==> config.mk <==
export PLATFORM = sky130hd
export DESIGN_NAME = mtx_hop_frame_scheduler
export DESIGN_NICKNAME = d
export VERILOG_FILES = /design/src/rtl/mtx_hop_frame_scheduler.sv
export SDC_FILE = /design/constraint.sdc
export NUM_CORES = 1
export LEC_CHECK = 0
export BUFFER_PORTS_ARGS = -buffer_cell sky130_fd_sc_hd__buf_2
export CORE_MARGIN = 1
export CORE_UTILIZATION = 41
export DETAILED_ROUTE_END_ITERATION = 6
export HOLD_SLACK_MARGIN = 0.02
export PLACE_DENSITY = 0.57
export SYNTH_ARGS = -nofsm -noshare
export SYNTH_HDL_FRONTEND = slang
export SYNTH_SLANG_ARGS = --single-unit
==> constraint.sdc <==
create_clock -name clk -period 3.55 [get_ports clk]
set_input_delay 0.71 -clock clk [delete_from_list [all_inputs] [get_ports clk]]
set_output_delay 0.71 -clock clk [all_outputs]
set_load 0.02 [all_outputs]
==> src/rtl/mtx_hop_frame_scheduler.sv <==
// Frame-level sequencer for the multi-tone/pilot hop generator: start/stop, guard gaps, progress and drop reporting.
// Optional hop_ready alignment checking is enabled by defining MTX_HOP_SYNC_CHECK_EN.
module mtx_hop_frame_scheduler #(
    parameter int NSIG_WIDTH   = 24,
    parameter int NSYMB_WIDTH  = 16,
    parameter int NFRAME_WIDTH = 16,
    parameter int GUARD_WIDTH  = 16,
    parameter int NSIG         = 65536,
    parameter int NSYMB        = 512,
    parameter int GUARD_CYCLES = 64
) (
    input  logic                    clk,
    input  logic                    reset,
    input  logic                    cmd_valid,
    output logic                    cmd_ready,
    input  logic [NFRAME_WIDTH-1:0] cmd_nframes,
    input  logic                    stop,
    output logic                    gen_srst,
    output logic                    phase_tvalid,
    output logic                    phase_tlast,
    input  logic                    phase_tready,
    input  logic                    hop_ready,
    output logic                    busy,
    output logic                    frame_done,
    output logic                    done,
    output logic [NFRAME_WIDTH-1:0] frame_cnt,
    output logic [15:0]             drop_cnt,
    output logic                    sync_err
);

    typedef enum logic [2:0] {IDLE, SRST, RUN, GUARD, DONE} state_t;

    localparam logic [NSIG_WIDTH-1:0]  SAMP_LAST  = NSIG_WIDTH'(NSIG);
    localparam logic [NSYMB_WIDTH-1:0] SYMB_LAST  = NSYMB_WIDTH'(NSYMB);
    localparam logic [GUARD_WIDTH-1:0] GUARD_LAST = GUARD_WIDTH'(GUARD_CYCLES - 1);

    state_t                  state;
    state_t                  state_next;
    logic [NSIG_WIDTH-1:0]   samp;
    logic [NSYMB_WIDTH-1:0]  symb;
    logic [GUARD_WIDTH-1:0]  guard_cnt;
    logic [NFRAME_WIDTH-1:0] nframes_q;
    logic                    stop_pend;

    logic                    samp_last;
    logic                    frame_end;
    logic                    stop_now;
    logic                    last_frame;
    logic [NFRAME_WIDTH-1:0] frame_cnt_inc;

    assign samp_last     = (samp == SAMP_LAST);
    assign frame_end     = samp_last && (symb == SYMB_LAST);
    assign stop_now      = stop_pend || stop;
    assign frame_cnt_inc = frame_cnt + 1'b1;
    assign last_frame    = (nframes_q != '0) && (frame_cnt_inc == nframes_q);

    assign cmd_ready    = (state == IDLE);
    assign phase_tvalid = (state == RUN);
    assign phase_tlast  = (state == RUN) && samp_last;

    always_comb begin
        state_next = state;
        case (state)
            IDLE:  if (cmd_valid) state_next = SRST;
            SRST:  state_next = RUN;
            RUN: begin
                if (frame_end) begin
                    if (stop_now || last_frame)
                        state_next = DONE;
                    else if (GUARD_CYCLES > 0)
                        state_next = GUARD;
                end else if (samp_last && stop_now) begin
                    state_next = DONE;
                end
            end
            GUARD: begin
                if (stop)
                    state_next = DONE;
                else if (guard_cnt == GUARD_LAST)
                    state_next = RUN;
            end
            DONE:    state_next = IDLE;
            default: state_next = IDLE;
        endcase
    end

    // Sample/symbol position free-runs in RUN, mirroring the generator which never stalls.
    always_ff @(posedge clk or posedge reset) begin
        if (reset) begin
            state      <= IDLE;
            gen_srst   <= 1'b1;
            busy       <= 1'b0;
            frame_done <= 1'b0;
            done       <= 1'b0;
            frame_cnt  <= '0;
            drop_cnt   <= '0;
            samp       <= NSIG_WIDTH'(1);
            symb       <= NSYMB_WIDTH'(1);
            guard_cnt  <= '0;
            nframes_q  <= '0;
            stop_pend  <= 1'b0;
        end else begin
            state      <= state_next;
            gen_srst   <= (state_next != RUN);
            busy       <= (state_next != IDLE);
            done       <= (state_next == DONE);
            frame_done <= (state == RUN) && frame_end;
            case (state)
                IDLE: begin
                    if (cmd_valid) begin
                        nframes_q <= cmd_nframes;
                        frame_cnt <= '0;
                        drop_cnt  <= '0;
                        stop_pend <= 1'b0;
                    end
                end
                SRST: begin
                    samp <= NSIG_WIDTH'(1);
                    symb <= NSYMB_WIDTH'(1);
                end
                RUN: begin
                    guard_cnt <= '0;
                    stop_pend <= stop_now;
                    if (!phase_tready && (drop_cnt != 16'hFFFF))
                        drop_cnt <= drop_cnt + 16'd1;
                    if (samp_last) begin
                        samp <= NSIG_WIDTH'(1);
                        if (symb == SYMB_LAST)
                            symb <= NSYMB_WIDTH'(1);
                        else
                            symb <= symb + 1'b1;
                    end else begin
                        samp <= samp + 1'b1;
                    end
                    if (frame_end)
                        frame_cnt <= frame_cnt_inc;
                end
                GUARD: begin
                    guard_cnt <= guard_cnt + 1'b1;
                    samp      <= NSIG_WIDTH'(1);
                    symb      <= NSYMB_WIDTH'(1);
                end
                DONE: begin
                    stop_pend <= 1'b0;
                end
                default: begin
                    stop_pend <= 1'b0;
                end
            endcase
        end
    end

`ifdef MTX_HOP_SYNC_CHECK_EN
    // Sticky: any RUN cycle where the generator's end-of-frame flag disagrees with our position.
    always_ff @(posedge clk or posedge reset) begin
        if (reset)
            sync_err <= 1'b0;
        else if ((state == IDLE) && cmd_valid)
            sync_err <= 1'b0;
        else if ((state == RUN) && (hop_ready != frame_end))
            sync_err <= 1'b1;
    end
`else
    logic unused_hop_ready;
    assign unused_hop_ready = hop_ready;
    assign sync_err         = 1'b0;
`endif

endmodule

==> key figures <==
Timing
  • RSZ-0062 raised after global routing: no
  • Tmin final: 2.95 ns
  • Clock skew: 0.00700 ns
  • Setup TNS: 0 ns
  • Tcrit/Tclk final: 83.0%
  • Max_slew headroom: 30.7%
  • Max Fclk: 339 MHz
  • Setup Viol. Count Final: 0
  • Slew Limit Fails: 0
  • Final hold slack: 0.485 ns
  • Measured slew at the worst slew-check pin: 1.04 ns
  • Final hold vios: 0
  • Setup ws final: 0.602 ns

Clock tree
  • Later-pin clock latency in the skew report: 0.36 ns
  • Clock transition at path regs: 0.08 ns
  • Maximum buffer depth of the clock tree: 2
  • Resized cells post-CTS: 0
  • CTS tree: built
  • CTS Buf Count: 9
  • Hold bufs inserted after CTS: 0
  • Postcts setup bufs: 0
  • CTS H-tree depth: 3
  • Count of clock tree sinks: 112
  • CTS root buf: clkbuf_16

Min path
  • Hold Crit Class: in2async

Synth
  • Most instantiated library cell after synthesis: dfrtp_1
  • Asr flop ratio synth: 100%
  • Warnings from Yosys: 0
  • Mean Syn Cell Area: 9.47 um^2
  • Leading area contributor after synthesis: dfrtp_1
  • Post-synth top area share: 45.2%
  • Post-synth EDFFs: 0
  • Synth top cells by count: dfrtp_1, nor2_1, o21ai_0
  • Post-synth net total: 667
  • Post-Syn Instances: 638
  • Ys flop type: dfrtp_1
  • Synthesized area: 6040 um^2
  • Count of cell types in the netlist: 62
  • Largest cells by area after synthesis: dfrtp_1, xor2_1, o21ai_0
  • Seq/Total Area, Yosys: 46.5%
  • Seq cells post-synth: 112

Drt
  • Post-route ant nets: 0
  • Wire per inst: 15.9 um
  • Drt first pass iters: 4
  • DRC errors left: 0
  • Vias: 4873
  • Via/cell ratio: 5.56
  • Final wirelength: 14000 um
  • Iter 0 DRT Violations: 296

Run status
  • Status: finished clean

Place
  • Cell area after placement: 6490 um^2
  • Pre-CTS setup slack: 0.662 ns
  • Count of input and output buffers: 59
  • HPWL Detailed: 9770 um
  • Routability cong.: 0.825

Finish
  • Share of layout cells above drive strength 1: 17.5%
  • Fin util: 47.8%
  • Nets: 721
  • Fill count: 1351
  • Post-route cell area: 6760 um^2
  • Antenna fix cells: 0
  • Area of the multi-input gates: 3010 um^2
  • FF+latch area: 2810 um^2
  • Synthesis-to-finish area growth: 11.9%

Global route
  • Total Routing Usage GR: 19.6%
  • GRT Residual Overflow: 0
  • Largest net degree at the start of global routing: 45
  • Antenna violations before repair: 0
  • Vias in the first global route: 4720
  • First-pass GRT wire length: 23300 um

Job
  • Max-cap viol count: 0

Critical path
  • Worst setup startpoint: samp[14]$_DFFE_PP0P_
  • CP Cell Sequence: nor4_1 > nand4_1 > nor3_1 > buf_2
  • Slowest Stage Delay on Critical Path: 0.46 ns
  • Max Fanout on Critical Path: 8
  • Crit path to: phase_tlast
  • Stages on the worst setup path: 4
  • R2R Path End: busy$_DFF_PP0_
  • WP data required: 2.84 ns
  • Slowest-stage cell, CP: dfrtp_1
  • Arrival time worst endpoint: 2.24 ns
  • Critical path class: reg2out
  • Bufs and invs on worst path: 1
  • CP endpoint kind: output pin
  • Startpoint Class: flop
  • Reg-to-reg startpoint: frame_cnt[0]$_DFFE_PP0P_
  • CP delay by family, top: simple AND/OR/NAND/NOR gates
  • Worst r2r path cells: 9
  • R2R Setup Slk: 0.62 ns

Pwr
  • Leakage Power: 2.97 nW
  • Peak VDD IR: 0.329 mV
  • Cell area power density: 588 nW/um^2

Floorplanning
  • CORE AREA: 14100 um^2
  • DIE AREA: 15200 um^2
  • FP Rows: 43
  • # IOs: 62
  • Die height: 123 um
  • Die X: 123 um
  • Initial Util: 42.7%
[final cells by class]
class / count / area share (%)
Inverter: 18 / 1.06
Multi-Input combinational cell: 483 / 44.6
Clock buffer: 11 / 3.44
Timing Repair Buffer: 68 / 5.55
Clock inverter: 5 / 0.481
Tap cell: 180 / 3.33
Sequential cell: 112 / 41.5
[metrics by stage]
step                      power (mW)  instances
after floorplan                 2.66        638
after global placement          3.01        861
after detailed placement        3.05        861
after CTS                       4.02        877
after global routing            4.24        877
final                           3.97        877
[metal layers]
layer | vias up | part of all wire (%) | routed length, um | GRT usage [%]
met4 | 0 | 1.5 | 206 | 6.40
met5 | - | 0 | 0 | 0
li1 | 2408 | - | - | -
met1 | 2368 | 49 | 6910 | 27.0
met3 | 16 | 3.9 | 549 | 4.20
met2 | 81 | 45 | 6300 | 30.5
[worst min-delay path by stage]
stage | start | to | slack [ns] | cells after the start
after floorplan | guard_cnt[15]$_DFFE_PP0P_ | guard_cnt[15]$_DFFE_PP0P_ | 0.44 | 1
after global placement | guard_cnt[15]$_DFFE_PP0P_ | guard_cnt[15]$_DFFE_PP0P_ | 0.47 | 1
after detailed placement | guard_cnt[15]$_DFFE_PP0P_ | guard_cnt[15]$_DFFE_PP0P_ | 0.48 | 1
after CTS | reset | samp[18]$_DFFE_PP0P_ | 0.49 | 2
after global routing | guard_cnt[15]$_DFFE_PP0P_ | guard_cnt[15]$_DFFE_PP0P_ | 0.51 | 1
final | reset | samp[18]$_DFFE_PP0P_ | 0.49 | 2
[sequential cells by signal, indices dropped and copies added, names as in the netlist]
signal,cells
gen_srst,1
done,1
samp,24
frame_cnt,16
guard_cnt,16
drop_cnt,16
busy,1
symb,16
stop_pend,1
nframes_q,16
state,3
frame_done,1
[cells in the final DEF (no fill, tap or decap), types with 8 or more instances in the layout]
master / Yosys / layout
or3_1: 12 / 12
and3_1: 11 / 11
nor4_1: 13 / 13
nand4_1: 17 / 17
mux2_2: 16 / 16
a21oi_1: 18 / 18
nand3_1: 37 / 37
buf_2: 3 / 59
nor3_1: 11 / 11
xor2_1: 34 / 34
o21ai_0: 59 / 59
and2_1: 10 / 10
o41ai_1: 9 / 9
inv_1: 18 / 17
buf_4: 1 / 8
dfrtp_1: 109 / 109
nor2_1: 66 / 66
o31ai_1: 16 / 16
xnor2_1: 20 / 20
nand2_1: 56 / 56
clkbuf_16: 0 / 9
[cells by family (layout without fill, tap and decap cells)]
kind of cell               count (synthesis)  count (layout)  synth area share, %
and+or+nand+nor                          272             272                 23.7
adders and majority gates                  7               7                 1.45
AOI/OAI and AO/OA                        130             130                 13.4
buffers and inverters                     43             102                 3.63
xor gates and xnor gates                  54              54                 7.83
DFF                                      112             112                 46.5
muxes                                     19              19                 3.48
other                                      1               1               0.0621
[report_power, final]
part	switching (mW)	leakage, nW	internal, mW
logic	0.793	1.33	0.507
registers	0.229	1.50	1.48
clock network	0.482	0.134	0.478
(Power assumes the default switching activity.)
